--- config.mk ---
export PLATFORM = sky130hd
export DESIGN_NAME = keypad_scan_fifo
export DESIGN_NICKNAME = d
export VERILOG_FILES = /design/src/rtl/keypad_scan_fifo.sv
export SDC_FILE = /design/constraint.sdc
export NUM_CORES = 1
export LEC_CHECK = 0
export CAP_MARGIN = 20
export CORE_ASPECT_RATIO = 0.8
export CORE_MARGIN = 3
export CORE_UTILIZATION = 28
export CTS_CLUSTER_SIZE = 10
export DETAILED_ROUTE_END_ITERATION = 12
export SLEW_MARGIN = 20
export SYNTH_ARGS = -nofsm -noshare
export SYNTH_HDL_FRONTEND = slang
export SYNTH_SLANG_ARGS = --single-unit
--- constraint.sdc ---
create_clock -name clk -period 2.7 [get_ports clk]
set_input_delay 0.54 -clock clk [delete_from_list [all_inputs] [get_ports clk]]
set_output_delay 0.54 -clock clk [all_outputs]
set_load 0.1 [all_outputs]
--- src/rtl/keypad_scan_fifo.sv ---
// rtl/keypad_scan_fifo.sv - keypad column scanner, debouncer and key-code FIFO
//
// Purpose: drives a one-hot column scan over a ROWS x COLS key matrix,
// synchronises and debounces the row returns once per frame, and queues one
// key code per accepted press in a show-ahead FIFO popped by valid/ready.
//
// Optional feature macro: KEYPAD_REPEAT_EN (auto-repeat every REPEAT_FRAMES
// frames while the accepted key stays pressed).
//
// Ports:
//   clk           system clock
//   rst_n         asynchronous active-low reset
//   scan_en       1 = scanning enabled; 0 parks the scanner and debouncer
//   row_in        raw active-high row returns (asynchronous)
//   col_out       one-hot active-high column drive
//   key_code      FIFO head code (col*ROWS + row), 0 when empty
//   key_valid     FIFO non-empty
//   key_ready     consumer accepts the head
//   fifo_count    entries held
//   overflow      sticky: a press was dropped on a full FIFO
//   clr_overflow  clears overflow

module keypad_scan_fifo #(
    parameter int ROWS          = 4,
    parameter int COLS          = 4,
    parameter int SCAN_DIV      = 1000,
    parameter int DEBOUNCE      = 3,
    parameter int FIFO_DEPTH    = 4,
    parameter int REPEAT_FRAMES = 32,
    localparam int CW = (ROWS * COLS > 1) ? $clog2(ROWS * COLS) : 1,
    localparam int FW = $clog2(FIFO_DEPTH) + 1
) (
    input  logic            clk,
    input  logic            rst_n,
    input  logic            scan_en,
    input  logic [ROWS-1:0] row_in,
    output logic [COLS-1:0] col_out,
    output logic [CW-1:0]   key_code,
    output logic            key_valid,
    input  logic            key_ready,
    output logic [FW-1:0]   fifo_count,
    output logic            overflow,
    input  logic            clr_overflow
);

    localparam int RW  = (ROWS > 1) ? $clog2(ROWS) : 1;
    localparam int KW  = $clog2(COLS);
    localparam int DW  = $clog2(SCAN_DIV);
    localparam int NW  = $clog2(DEBOUNCE + 1);
    localparam int PW  = $clog2(FIFO_DEPTH);

    // Parameter range guard: an illegal configuration elaborates this block.
    if (SCAN_DIV < 4 || DEBOUNCE < 1 || FIFO_DEPTH < 2 || REPEAT_FRAMES < 1) begin : g_invalid_params
    end

    // ---------------- row synchroniser ----------------
    logic [ROWS-1:0] r_sync1, r_sync2;

    always_ff @(posedge clk or negedge rst_n) begin
        if (!rst_n) begin
            r_sync1 <= '0;
            r_sync2 <= '0;
        end else begin
            r_sync1 <= row_in;
            r_sync2 <= r_sync1;
        end
    end

    // ---------------- column dwell / rotation ----------------
    logic [DW-1:0] r_dwell;
    logic [KW-1:0] r_col;
    logic          w_tick, w_frame_end;

    assign w_tick      = scan_en && (r_dwell == DW'(SCAN_DIV - 1));
    assign w_frame_end = w_tick && (r_col == KW'(COLS - 1));
    assign col_out     = scan_en ? (COLS'(1) << r_col) : '0;

    always_ff @(posedge clk or negedge rst_n) begin
        if (!rst_n) begin
            r_dwell <= '0;
            r_col   <= '0;
        end else if (!scan_en) begin
            r_dwell <= '0;
            r_col   <= '0;
        end else if (w_tick) begin
            r_dwell <= '0;
            r_col   <= (r_col == KW'(COLS - 1)) ? '0 : r_col + KW'(1);
        end else begin
            r_dwell <= r_dwell + DW'(1);
        end
    end

    // ---------------- frame code ----------------
    // Columns are visited in ascending order and rows are priority-encoded
    // lowest first, so the first hit of a frame is its lowest code.
    logic          w_row_hit;
    logic [RW-1:0] w_row_idx;
    logic [CW-1:0] w_tick_code;
    logic          r_acc_hit;
    logic [CW-1:0] r_acc_code;
    logic          w_frame_hit;
    logic [CW-1:0] w_frame_code;

    always_comb begin
        w_row_hit = |r_sync2;
        w_row_idx = '0;
        for (int i = ROWS - 1; i >= 0; i--) begin
            if (r_sync2[i]) w_row_idx = RW'(i);
        end
    end

    assign w_tick_code  = CW'(r_col) * CW'(ROWS) + CW'(w_row_idx);
    assign w_frame_hit  = r_acc_hit | w_row_hit;
    assign w_frame_code = r_acc_hit ? r_acc_code : w_tick_code;

    always_ff @(posedge clk or negedge rst_n) begin
        if (!rst_n) begin
            r_acc_hit  <= 1'b0;
            r_acc_code <= '0;
        end else if (!scan_en || w_frame_end) begin
            r_acc_hit  <= 1'b0;
            r_acc_code <= '0;
        end else if (w_tick && !r_acc_hit && w_row_hit) begin
            r_acc_hit  <= 1'b1;
            r_acc_code <= w_tick_code;
        end
    end

    // ---------------- debounce FSM ----------------
    typedef enum logic [1:0] {S_IDLE, S_CAND, S_HELD, S_REL} state_t;

    state_t        r_state, w_state_nxt;
    logic [NW-1:0] r_cnt, w_cnt_nxt, w_cnt_inc;
    logic [CW-1:0] r_cand, w_cand_nxt;
    logic          w_cnt_done, w_same, w_push;

    assign w_cnt_inc  = r_cnt + NW'(1);
    assign w_cnt_done = (w_cnt_inc == NW'(DEBOUNCE));
    assign w_same     = (w_frame_code == r_cand);

`ifdef KEYPAD_REPEAT_EN
    localparam int RPW = $clog2(REPEAT_FRAMES + 1);
    logic [RPW-1:0] r_rep, w_rep_nxt, w_rep_inc;
    logic           w_rep_hit;

    assign w_rep_inc = r_rep + RPW'(1);
    assign w_rep_hit = (w_rep_inc == RPW'(REPEAT_FRAMES));
`endif

    always_ff @(posedge clk or negedge rst_n) begin
        if (!rst_n) begin
            r_state <= S_IDLE;
            r_cnt   <= '0;
            r_cand  <= '0;
`ifdef KEYPAD_REPEAT_EN
            r_rep   <= '0;
`endif
        end else begin
            r_state <= w_state_nxt;
            r_cnt   <= w_cnt_nxt;
            r_cand  <= w_cand_nxt;
`ifdef KEYPAD_REPEAT_EN
            r_rep   <= w_rep_nxt;
`endif
        end
    end

    always_comb begin
        w_state_nxt = r_state;
        w_cnt_nxt   = r_cnt;
        w_cand_nxt  = r_cand;
`ifdef KEYPAD_REPEAT_EN
        w_rep_nxt   = r_rep;
`endif
        if (!scan_en) begin
            w_state_nxt = S_IDLE;
            w_cnt_nxt   = '0;
`ifdef KEYPAD_REPEAT_EN
            w_rep_nxt   = '0;
`endif
        end else if (w_frame_end) begin
            case (r_state)
                S_IDLE: if (w_frame_hit) begin
                    w_cand_nxt  = w_frame_code;
                    w_cnt_nxt   = NW'(1);
                    w_state_nxt = (DEBOUNCE == 1) ? S_HELD : S_CAND;
`ifdef KEYPAD_REPEAT_EN
                    w_rep_nxt   = '0;
`endif
                end
                S_CAND: if (!w_frame_hit) begin
                    w_state_nxt = S_IDLE;
                end else if (!w_same) begin
                    w_cand_nxt  = w_frame_code;
                    w_cnt_nxt   = NW'(1);
                end else begin
                    w_cnt_nxt   = w_cnt_inc;
                    if (w_cnt_done) w_state_nxt = S_HELD;
`ifdef KEYPAD_REPEAT_EN
                    w_rep_nxt   = '0;
`endif
                end
                S_HELD: if (!w_frame_hit) begin
                    w_state_nxt = (DEBOUNCE == 1) ? S_IDLE : S_REL;
                    w_cnt_nxt   = NW'(1);
`ifdef KEYPAD_REPEAT_EN
                    w_rep_nxt   = '0;
                end else if (w_same) begin
                    w_rep_nxt   = w_rep_hit ? '0 : w_rep_inc;
`endif
                end
                S_REL: if (w_frame_hit) begin
                    w_state_nxt = S_HELD;
`ifdef KEYPAD_REPEAT_EN
                    w_rep_nxt   = '0;
`endif
                end else begin
                    w_cnt_nxt   = w_cnt_inc;
                    if (w_cnt_done) w_state_nxt = S_IDLE;
                end
                default: w_state_nxt = S_IDLE;
            endcase
        end
    end

    always_comb begin
        w_push = 1'b0;
        if (w_frame_end && w_frame_hit) begin
            case (r_state)
                S_IDLE:  w_push = (DEBOUNCE == 1);
                S_CAND:  w_push = w_same && w_cnt_done;
`ifdef KEYPAD_REPEAT_EN
                S_HELD:  w_push = w_same && w_rep_hit;
`endif
                default: w_push = 1'b0;
            endcase
        end
    end

    // ---------------- show-ahead FIFO ----------------
    logic [CW-1:0] r_mem [FIFO_DEPTH];
    logic [PW-1:0] r_wr_ptr, r_rd_ptr;
    logic [FW-1:0] r_count;
    logic          r_overflow;
    logic          w_pop, w_full, w_wr, w_ovf_set;

    assign key_valid  = (r_count != '0);
    assign key_code   = key_valid ? r_mem[r_rd_ptr] : '0;
    assign fifo_count = r_count;
    assign overflow   = r_overflow;

    assign w_pop     = key_valid && key_ready;
    assign w_full    = (r_count == FW'(FIFO_DEPTH));
    // A pop in the same cycle frees the slot the push needs.
    assign w_wr      = w_push && (!w_full || w_pop);
    assign w_ovf_set = w_push && w_full && !w_pop;

    always_ff @(posedge clk) begin
        if (w_wr) r_mem[r_wr_ptr] <= w_frame_code;
    end

    always_ff @(posedge clk or negedge rst_n) begin
        if (!rst_n) begin
            r_wr_ptr   <= '0;
            r_rd_ptr   <= '0;
            r_count    <= '0;
            r_overflow <= 1'b0;
        end else begin
            if (w_wr)  r_wr_ptr <= r_wr_ptr + PW'(1);
            if (w_pop) r_rd_ptr <= r_rd_ptr + PW'(1);
            case ({w_wr, w_pop})
                2'b10:   r_count <= r_count + FW'(1);
                2'b01:   r_count <= r_count - FW'(1);
                default: r_count <= r_count;
            endcase
            if (w_ovf_set)         r_overflow <= 1'b1;
            else if (clr_overflow) r_overflow <= 1'b0;
        end
    end

endmodule

## Yosys cells after proc, flatten, opt, wreduce, memory -nomap -nowiden

Memory sizes are Yosys's and may differ from the RTL's.
Cells that the tools add are included.

- Register bits: 41
- Memory bits (writable): 16
- Input bits: 9
- Output and inout port bits: 13
- Logic and storage cells: 116
- Memories kept: 1

- $add $sub $neg: 8
- Equality and inequality tests: 22
- Shift operators: 1
- Muxes and demuxes: 44
- Bitwise operators: 1
- Reduce and logical (&&, ||, !) cells: 26

Memory list:

| name | depth | width | rd ports | clocked after Yosys merged registers in | wr ports | line | RTL |
|---|---|---|---|---|---|---|---|
| r_mem | 4 | 4 | 1 | 0 | 1 | 241 | `logic [CW-1:0] r_mem [FIFO_DEPTH];` |

Operators by type and width:

| cell | count |
|---|---|
| $mux W2 | 22 |
| $mux W4 | 8 |
| $mux W10 | 2 |
| $pmux W2 S4 | 2 |
| $ne A3 B3 Y1 const B | 4 |
| $ne A4 B4 Y1 const B | 3 |
| $reduce_and A6 Y1 | 2 |
| $add A10 B1 Y10 const B | 1 |
| $eq A10 B10 Y1 const B | 1 |
| $eq A2 B2 Y1 const B | 5 |
| $logic_and A1 B1 Y1 | 10 |
| $add A2 B1 Y2 const B | 4 |
| $mux W1 | 8 |
| $pmux W4 S2 | 1 |
| $reduce_bool A2 Y1 | 4 |
| $ne A2 B2 Y1 const B | 3 |
| $pmux W3 S2 | 1 |
| $reduce_and A5 Y1 | 1 |
| $add A4 B2 Y4 | 1 |
| $eq A2 B1 Y1 const B | 2 |
| $eq A4 B4 Y1 | 1 |
| $logic_not A1 Y1 | 4 |
| $ne A2 B1 Y1 const B | 2 |
| $reduce_or A4 Y1 | 1 |
| other kinds (8) | 9 |

## Longest topological paths before layout

- Depth in word-level cells: 13
- Depth in mapped cells: 12
- Gate-level depth less buffers: 12

## Worst setup path before layout

No wires, ideal clock.

- Kind: register to output
- From: register r_count[2], in the netlist fifo_count[2]
- To: output key_code[0]
- Data arrival time: 2736 ps
- Required time: 2160 ps
- Setup slack: -576 ps
- Stages on the path, launching flop included: 4
- Cell sequence: dfrtp_1 clkbuf_1 nor3_1 nor2b_1

- Cells in the longest elaborated chain, start to end: 2

RTL lines:

| what | line | RTL |
|---|---|---|
| start: declaration | 243 | `logic [FW-1:0] r_count;` |
| start signal: assignment | 272 | `2'b10: r_count <= r_count + FW'(1);` |
| start signal: assignment | 273 | `2'b01: r_count <= r_count - FW'(1);` |
| start signal: assignment | 274 | `default: r_count <= r_count;` |
| $reduce_bool A3 Y1 | 247 | `assign key_valid = (r_count != '0);` |
| $mux W4 | 248 | `assign key_code = key_valid ? r_mem[r_rd_ptr] : '0;` |
| end: declaration | 38 | `output logic [CW-1:0] key_code,` |

Every way passes these cells.

## Worst setup path after layout

- From: register r_col[0]
- To: register r_count[1], in the netlist fifo_count[1]

- Cells in the longest elaborated chain, start to end: 9

RTL lines:

| what | line | RTL |
|---|---|---|
| start: declaration | 71 | `logic [KW-1:0] r_col;` |
| start signal: assignment | 87 | `r_col <= (r_col == KW'(COLS - 1)) ? '0 : r_col + KW'(1);` |
| $add A4 B2 Y4 | 112 | `assign w_tick_code = CW'(r_col) * CW'(ROWS) + CW'(w_row_idx);` |
| $mux W4 | 114 | `assign w_frame_code = r_acc_hit ? r_acc_code : w_tick_code;` |
| $eq A4 B4 Y1 | 139 | `assign w_same = (w_frame_code == r_cand);` |
| $logic_and A1 B1 Y1 | 231 | `S_CAND: w_push = w_same && w_cnt_done;` |
| $mux W1 | 229 | `case (r_state)` |
| $mux W1 * | 228 | `if (w_frame_end && w_frame_hit) begin` |
| $logic_and A1 B1 Y1 * | 255 | `assign w_wr = w_push && (!w_full \|\| w_pop);` |
| $eq A2 B1 Y1 / $eq A2 B2 Y1 (equally long branches) | 271 | `case ({w_wr, w_pop})` |
| $pmux W3 S2 / $reduce_bool A2 Y1 (equally long branches) | n/a |  |

Every way passes the cells marked *; elsewhere a longest branch is shown, timed or not.
A chain may end at the register's enable or synchronous reset.

==> results_dict.tcl <==
set metrics [dict create \
    synth_sequential_area_ratio 0.519 \
    slew_viol_final 0 \
    drc 0 \
    endpoint_kind "flip-flop" \
    routed_via_density 4.53 \
    dp_area_sq_um 3450 \
    clock.fmax_ghz 0.381 \
    netlist-cell-type-count 60 \
    p_int_mw 1.92 \
    p_comb_frac 0.363 \
    grt_overflow_total 0 \
    number_of_iterations_in_the_first_detailed_routing_pass 4 \
    post-route-min-period_ns 2.62 \
    dp_hpwl_um 4260 \
    tightest_slew_ns 0.678 \
    cts_sinks 57 \
    postSynth.asyncResetShare 0.719 \
    clock-root-buffer "sky130_fd_sc_hd__clkbuf_16" \
    first_iter_violations 47 \
    die_area_sq_um 11600 \
    ir_drop_worst_case_vdd_mv 0.302 \
    detail_route.wirelength_um 5720 \
    clock_tree.buffer_depth 2 \
    total_number_of_vias 1986 \
    fin_area_sq_um 3810 \
    power.density_cell_area_nw_per_um2 831 \
    yosys_most_used_dff "sky130_fd_sc_hd__dfrtp_1" \
    dr_wl_cell_um 13.1 \
    finalCritPeriodShare 0.971 \
    net-switching-power_mw 1.25 \
    nNetsFinal 317 \
    number_of_antenna_violations_at_the_first_check_in_global_routing 0 \
    synth-edff-count 16 \
    holdBufCountCts 0 \
    track_usage 0.107 \
    htree_levels 3 \
    place_congestion 0.748 \
    synth.avg_cell_area_sq_um 12.0 \
    power.sequential.fraction 0.322 \
    setup-violations-final 0 \
    grt_setup_unrepaired "yes" \
    diodes 0 \
    cts_inserted_buffers 9 \
    synthCells 243 \
    crit_required_ns 2.91 \
    timing.slew.headroom 0.548 \
    fp.coreArea_sq_um 9890 \
    drive_gt1_frac 0.301 \
    grt_pass1_vias 2091 \
    power_leakage_nw 1.64 \
    io_buffer_count 21 \
    synth.net_count 263 \
    insertion_delay_ns 0.32 \
    dpl.cell_count 416 \
    timing.setup.critical_path_class "reg -> reg" \
    timing.critical_path.arrival_ns 2.83 \
    clock_power_share 0.314 \
    io_pins 22 \
    drv.max_cap_violation_count 0 \
    crit_path_max_fanout 3 \
    largest_net_degree_at_the_start_of_global_routing 30 \
    grt_pass1_wl_um 10000 \
    synth.area.top_cells "sky130_fd_sc_hd__dfrtp_1, sky130_fd_sc_hd__edfxtp_1, sky130_fd_sc_hd__ha_1" \
    die_height_um 97.1 \
    power.total_mw 3.17 \
    final_hold_viol_count 0 \
    tritoncts "yes" \
    layout.cells.non_filler 438 \
    die_width_um 120 \
    initial_core_util 0.294 \
    postRouteAntennaNets 0 \
    worst_setup_path_start_kind "flip-flop" \
    synth_largest_area_cell "sky130_fd_sc_hd__dfrtp_1" \
    yosys_warnings 0 \
    worst_hold_path_type "in -> async" \
    fin_skew_ns 0.00691 \
    ys_ff_latch 57 \
    netlist.area_leader.share 0.353 \
    clk_pin_slew_ns 0.05 \
    syn_area_sq_um 2900 \
    status "completed" \
    number_of_standard_cell_rows_in_the_floorplan 32 \
    total_negative_setup_slacks_ns 0 \
    syn_to_final_growth_pct 31.4 \
    swShare 0.395 \
]
## critical path, stage by stage, from the launching register on
cell	delay [ns]
sky130_fd_sc_hd__dfrtp_1	0.40
sky130_fd_sc_hd__ha_4	0.16
sky130_fd_sc_hd__nand2_2	0.05
sky130_fd_sc_hd__a2111o_1	0.45
sky130_fd_sc_hd__nor4_4	0.33
sky130_fd_sc_hd__nand3_2	0.13
sky130_fd_sc_hd__nand2_2	0.10
sky130_fd_sc_hd__fa_1	0.44
sky130_fd_sc_hd__nand2b_1	0.09
sky130_fd_sc_hd__mux2i_1	0.08
sky130_fd_sc_hd__a2111oi_2	0.27
## placed cells by master, fill, tap and decap left out, types with 3 or more instances in the layout
cell,netlist,final
sky130_fd_sc_hd__clkbuf_16,0,9
sky130_fd_sc_hd__xor2_1,6,5
sky130_fd_sc_hd__buf_12,0,4
sky130_fd_sc_hd__a22o_1,4,4
sky130_fd_sc_hd__nand2_1,13,10
sky130_fd_sc_hd__nand3_1,10,10
sky130_fd_sc_hd__dfrtp_1,41,40
sky130_fd_sc_hd__o21a_1,3,3
sky130_fd_sc_hd__edfxtp_1,16,16
sky130_fd_sc_hd__nor2b_2,0,4
sky130_fd_sc_hd__ha_1,10,8
sky130_fd_sc_hd__mux2_1,3,3
sky130_fd_sc_hd__clkdlybuf4s50_1,0,6
sky130_fd_sc_hd__buf_4,1,38
sky130_fd_sc_hd__nor3_1,4,3
sky130_fd_sc_hd__a21oi_1,8,8
sky130_fd_sc_hd__clkbuf_1,5,3
sky130_fd_sc_hd__and3_1,12,10
sky130_fd_sc_hd__nand2b_1,4,4
sky130_fd_sc_hd__or3_1,3,3
sky130_fd_sc_hd__mux4_2,4,4
sky130_fd_sc_hd__mux2_4,3,3
sky130_fd_sc_hd__o21ai_0,3,3
sky130_fd_sc_hd__and2_1,4,4
sky130_fd_sc_hd__nor2_1,19,19
sky130_fd_sc_hd__nand2_2,0,3
sky130_fd_sc_hd__xnor2_1,8,8
sky130_fd_sc_hd__inv_1,14,13
## cells by family after synthesis
| family | count (synthesis) | synth area share |
|---|---|---|
| and+or+nand+nor | 90 | 0.185 |
| DFF | 57 | 0.519 |
| AOI/OAI and AO/OA | 36 | 0.0969 |
| buffers and inverters | 21 | 0.0310 |
| xor gates and xnor gates | 16 | 0.0534 |
| muxes | 12 | 0.0651 |
| adders and majority gates | 11 | 0.0500 |
## cell usage after synthesis (all sizes together), types with 4 or more instances
cell type	count
a21oi	8
a22o	4
and2	5
and3	12
clkbuf	5
dfrtp	41
edfxtp	16
ha	10
inv	14
mux2	6
mux4	4
nand2	13
nand2b	4
nand3	11
nor2	19
nor2b	6
nor3	4
nor4	4
o21ai	4
xnor2	9
xor2	7
## cell type report
| type | count | area, sq um |
|---|---|---|
| timing repair buffer | 50 | 443 |
| multi-input combinational | 165 | 1370 |
| clock inverter | 3 | 17.5 |
| inverter | 14 | 52.6 |
| tap | 136 | 170 |
| clock buffer | 13 | 250 |
| fill | 951 | 6070 |
| sequential | 57 | 1510 |
## power by group through the flow
stage,sequential (mW),clock [mW],combinational [mW]
3_5_place_dp,1.04,0,1.16
4_1_cts,1.03,1.02,1.17
2_1_floorplan,1.13,0,0.783
3_3_place_gp,1.04,0,1.15
5_1_grt,1.03,1.07,1.22
6_report,1.02,0.997,1.15
## flip-flops by register name, summed over array words and instances (netlist names), 2 cells and up
| signal | cells |
|---|---|
| r_sync1 | 4 |
| r_state | 2 |
| r_sync2 | 4 |
| r_cand | 4 |
| r_dwell | 10 |
| r_col | 2 |
| r_cnt | 2 |
| r_wr_ptr | 2 |
| r_mem | 16 |
| r_rd_ptr | 2 |
| r_acc_code | 4 |
| fifo_count | 3 |
## final timing paths
| check | start | cells after the start | slack (ns) | end |
|---|---|---|---|---|
| min in group clk | r_sync1[3] | 0 | 0.34 | r_sync2[3] |
| setup reg to reg | r_col[0] | 10 | 0.08 | fifo_count[1] |
| hold reg to reg | r_sync1[3] | 0 | 0.34 | r_sync2[3] |
| hold / removal | rst_n | 1 | 0.26 | r_col[1] |
| setup / recovery | r_col[0] | 10 | 0.08 | fifo_count[1] |
| max in group asynchronous | rst_n | 2 | 1.81 | r_sync2[0] |
## metal layers
| metal | global-route usage | part of all wire | vias up |
|---|---|---|---|
| li1 | - | - | 981 |
| met1 | 0.142 | 0.49 | 972 |
| met2 | 0.165 | 0.46 | 25 |
| met3 | 0.0308 | 0.029 | 8 |
| met4 | 0.0449 | 0.016 | 0 |
| met5 | 0 | 0 | - |
## what timing repair did
action,in CTS,in global routing
gates resized for setup,0,13
pin swaps,1,6
setup endpoints to repair,1,12
buffers inserted,0,6
## through the flow
step	setup WS (ns)	util	hold slack, ns
5_1_grt	-0.0789	0.386	0.320
3_3_place_gp	-0.313	0.349	0.333
3_5_place_dp	-0.336	0.349	0.335
6_report	0.0787	0.386	0.259
2_1_floorplan	-0.0188	-	0.244
4_1_cts	0.0268	0.376	0.282
No activity file was read; power rests on OpenSTA's default activity.
==> variant 1, RTL diff (same flow settings) <==
Build with the macro `KEYPAD_REPEAT_EN` defined.
--- a/src/rtl/keypad_scan_fifo.sv
+++ b/src/rtl/keypad_scan_fifo.sv
@@ -21,2 +21,4 @@
 //   clr_overflow  clears overflow
+
+`define KEYPAD_REPEAT_EN
 
Check against the original RTL: same outputs for any inputs over 10 cycles, from zero or initial values and one cycle with rst_n low; that may be too few to reach the edited logic, so the function may still have changed.
==> variant 1 against the unedited design <==
Worst setup slack better by 130 ps; wire length grew 19%; power decreased by 2.1%; sequential cell count rose by 6; first-iteration DRC count grew to 3.4 times the old value; final area grew 8.6%; largest cell class unchanged; area after synthesis is 15% higher; clock skew about the same; critical path depth fell by 3.
==> variant 1: results (changes against the unedited design) <==
metric,value,unit,change
run_status,completed,,
preCtsSetupSlack,-29.7,ps,+306 ps
crit_path_max_incr_delay,550,ps,+100 ps
routed-wl-met2,2980,µm,+13%
grt_start_max_net_pins,28,,-6.7%
gp_congestion,0.824,,+10%
grt_usage,11.1,%,+0.36 points
p_leak,1.75,nW,+6.9%
irDropWorstVdd,342,µV,+13%
vias_per_cell,4.74,,+4.5%
synthTopCellsByCount,"47 x dfrtp_1, 32 x nor2_1, 28 x nand2_1, 16 x edfxtp_1, 16 x ha_1",,
drive_above_1_share,20.1,%,-10 points
muxShareOfSynthArea,5.13,%,-1.4 points
timing.hold.ws,186,ps,-73.3 ps
fin_nets,374,,+18%
final_cells,501,,+14%
arrival,2740,ps,-90 ps
reg.largest.list,"r_mem: 16 flops, r_dwell: 10 flops, r_rep: 6 flops",,
synth_async_sr_flop_share,74.6,%,+2.7 points
synth.area.top_cells,"dfrtp_1 35%, edfxtp_1 14%, ha_1 6.0%",,
dpl.hpwl,4960,µm,+16%
met2_usage,15.9,%,-0.57 points
use_met3,4.85,%,+1.8 points
routed_wirelength,6790,µm,+19%
first_global_vias,2420,,+16%
yosysSeqAreaShare,49.6,%,-2.3 points
wl_met1,3370,µm,+20%
slowest_stage,or4_1,,
met3_length,353,µm,+120%
drtIter0Drc,160,,+240%
avgSynthCellArea,10.8,µm²,-9.9%
grt_pass1_wl,11700,µm,+16%
crit_family,simple AND/OR/NAND/NOR gates,,
tightest_slew,558,ps,-120 ps
synth_compound_area_share,11.7,%,+2.0 points
synth_adder_area_share,6.59,%,+1.6 points
## variant 1: changes by cell type after synthesis, sizes merged, moves of 4 or more
cell | before | now
nor2 | 19 | 33
and2 | 5 | 12
ha | 10 | 16
o21ai | 4 | 14
dfrtp | 41 | 47
o211ai | 1 | 5
nand2 | 13 | 28
## variant 1: final cells by class
class | instances | area (µm²) | area share [%]
Sequential cell | 63 | 1660 | 40.1
Multi-Input combinational cell | 223 | 1600 | 38.6
Timing Repair Buffer | 37 | 355 | 8.57
Clock buffer | 9 | 225 | 5.43
Tap cell | 148 | 185 | 4.47
Clock inverter | 7 | 63.8 | 1.54
Inverter | 14 | 52.6 | 1.27
## variant 1: power by group through the flow
stage | registers [mW] | clock network [mW] | logic (mW)
after floorplan | 1.23 | 0 | 0.588
after global placement | 1.14 | 0 | 0.865
after detailed placement | 1.14 | 0 | 0.871
after CTS | 1.12 | 1.15 | 0.874
after global routing | 1.13 | 1.20 | 0.924
final | 1.12 | 1.12 | 0.867
## variant 1: path summary, 6_finish.rpt
| path | start | endpoint | depth (start not counted) | slack (ps) |
|---|---|---|---|---|
| worst max-delay path | r_sync2[1] | r_rep[4] | 7 | 210 |
| min in group clk | r_sync1[2] | r_sync2[2] | 0 | 350 |
| max in group asynchronous | rst_n | r_acc_hit | 2 | 1980 |
| worst min-delay path | rst_n | r_dwell[8] | 1 | 190 |
| worst min register to register | r_sync1[2] | r_sync2[2] | 0 | 350 |
| worst max register to register | r_sync2[1] | r_rep[4] | 7 | 210 |
## variant 1: repair_timing
action | in CTS | in global routing
hold buffers | 0 | 0
resized for setup | 0 | 3
endpoints found under the setup margin | 0 | 3
==> variant 2, RTL diff (same settings) <==
Without the edit above. Re-encode `state_t` (4 states) as one-hot, 4 bits wide.
--- a/src/rtl/keypad_scan_fifo.sv
+++ b/src/rtl/keypad_scan_fifo.sv
@@ -129,3 +129,3 @@
     // ---------------- debounce FSM ----------------
-    typedef enum logic [1:0] {S_IDLE, S_CAND, S_HELD, S_REL} state_t;
+    typedef enum logic [3:0] {S_IDLE = 4'b0001, S_CAND = 4'b0010, S_HELD = 4'b0100, S_REL = 4'b1000} state_t;
 
Behaviour: same outputs for any inputs over 10 cycles, from zero or initial values and one cycle with rst_n low; not proved beyond that.
==> variant 2 against the unedited design <==
Sequential share of layout area grew 0.27 points; area after synthesis is 3.9% higher; wire length rose by 8.0%; worst setup slack improved by 46 ps; synthesized cell count increased by 7.8%; final area increased by 3.0%; clock skew rose by 2.4 ps; via count rose by 9.2%; global-route usage grew 0.71 points; power increased by 4.5%; sequential cell count increased by 2; count of clock-buffer cells in the layout shrank 4; maximum frequency is 1.8% higher; die area rose by 3.7%.
==> variant 2: results (changes against the unedited design) <==
metric,value,unit,change
pwr_density_cell,844,mW/mm²,+1.5%
min_period_over_period,95.4,%,-1.7 points
slowest_stage,or4_1,,
crit_family,simple AND/OR/NAND/NOR gates,,
synth_fp_nets,282,,+7.2%
yosysUniqueCellTypes,50,,-17%
crit_path_max_incr_delay,600,ps,+150 ps
p_leak,1.66,nW,+1.6%
preCtsSetupSlack,-60.5,ps,+275 ps
ff2ff_path_depth,9,,-1
drtIter0Drc,151,,+220%
yosysSeqAreaShare,51.6,%,-0.26 points
synthTopCellsByCount,"42 x dfrtp_1, 22 x nor2_1, 18 x nand2_1, 16 x edfxtp_1, 14 x inv_1",,
fin_skew,9.27,ps,+2.36 ps
vias_per_cell,4.74,,+4.4%
synth_compound_area_share,7.30,%,-2.4 points
routed_wirelength,6170,µm,+8.0%
reg2reg_to,fifo_count[2],,
run_status,completed,,
timing.hold.ws,282,ps,+23.4 ps
power.switching,1.19,mW,-5.2%
dpl.hpwl,4450,µm,+4.6%
critPathMaxFanout,2,,-1
synth.area.top_cells,"dfrtp_1 35%, edfxtp_1 16%, ha_1 4.1%",,
setup.worst_path.start,r_sync2[1],,
synth_async_sr_flop_share,72.9,%,+0.95 points
synth_adder_area_share,4.81,%,-0.19 points
fin_nets,333,,+5.0%
irDropWorstVdd,282,µV,-6.7%
grt_start_max_net_pins,44,,+47%
crit_end,fifo_count[2],,
drive_above_1_share,26.7,%,-3.4 points
clk_latency,340,ps,+20 ps
root_buffer,clkbuf_16,,
muxShareOfSynthArea,7.79,%,+1.3 points
first_global_vias,2202,,+5.3%
tightest_slew,560,ps,-119 ps
grt_pass1_wl,10700,µm,+6.9%
reg2reg_slack,120,ps,+50 ps
synth_xor_xnor_area_share,5.80,%,+0.46 points
==> variant 2: changes by cell type after synthesis, moves of 4 or more <==
cell and change:
and2_1 +6, nand2_1 +5, and3_1 -9, a22o_1 -4, o21ai_0 +4, a32o_1 +4
a21oi_1 -5, nor2b_1 +5, mux2_2 +8
==> variant 2: routing by layer <==
metal	vias up	GRT usage [%]	wire length [µm]
li1	1045	-	-
met1	1044	15.6	3010
met2	67	15.9	2620
met3	13	4.53	396
met4	0	5.34	146
met5	-	0	0
==> variant 2: stage by stage <==
step,cells,area [µm²]
CTS,458,3920
detailed placement,442,3590
global route,458,3930
global placement,442,3590
floorplan,262,3030
finish,458,3930
==> variant 2: cell type report <==
| class | instances | area (µm²) |
|---|---|---|
| Clock buffer | 9 | 225 |
| Tap cell | 140 | 175 |
| Sequential cell | 59 | 1560 |
| Fill cell | 992 | 6440 |
| Multi-Input combinational cell | 182 | 1390 |
| Clock inverter | 7 | 100 |
| Timing Repair Buffer | 47 | 418 |
| Inverter | 14 | 52.6 |
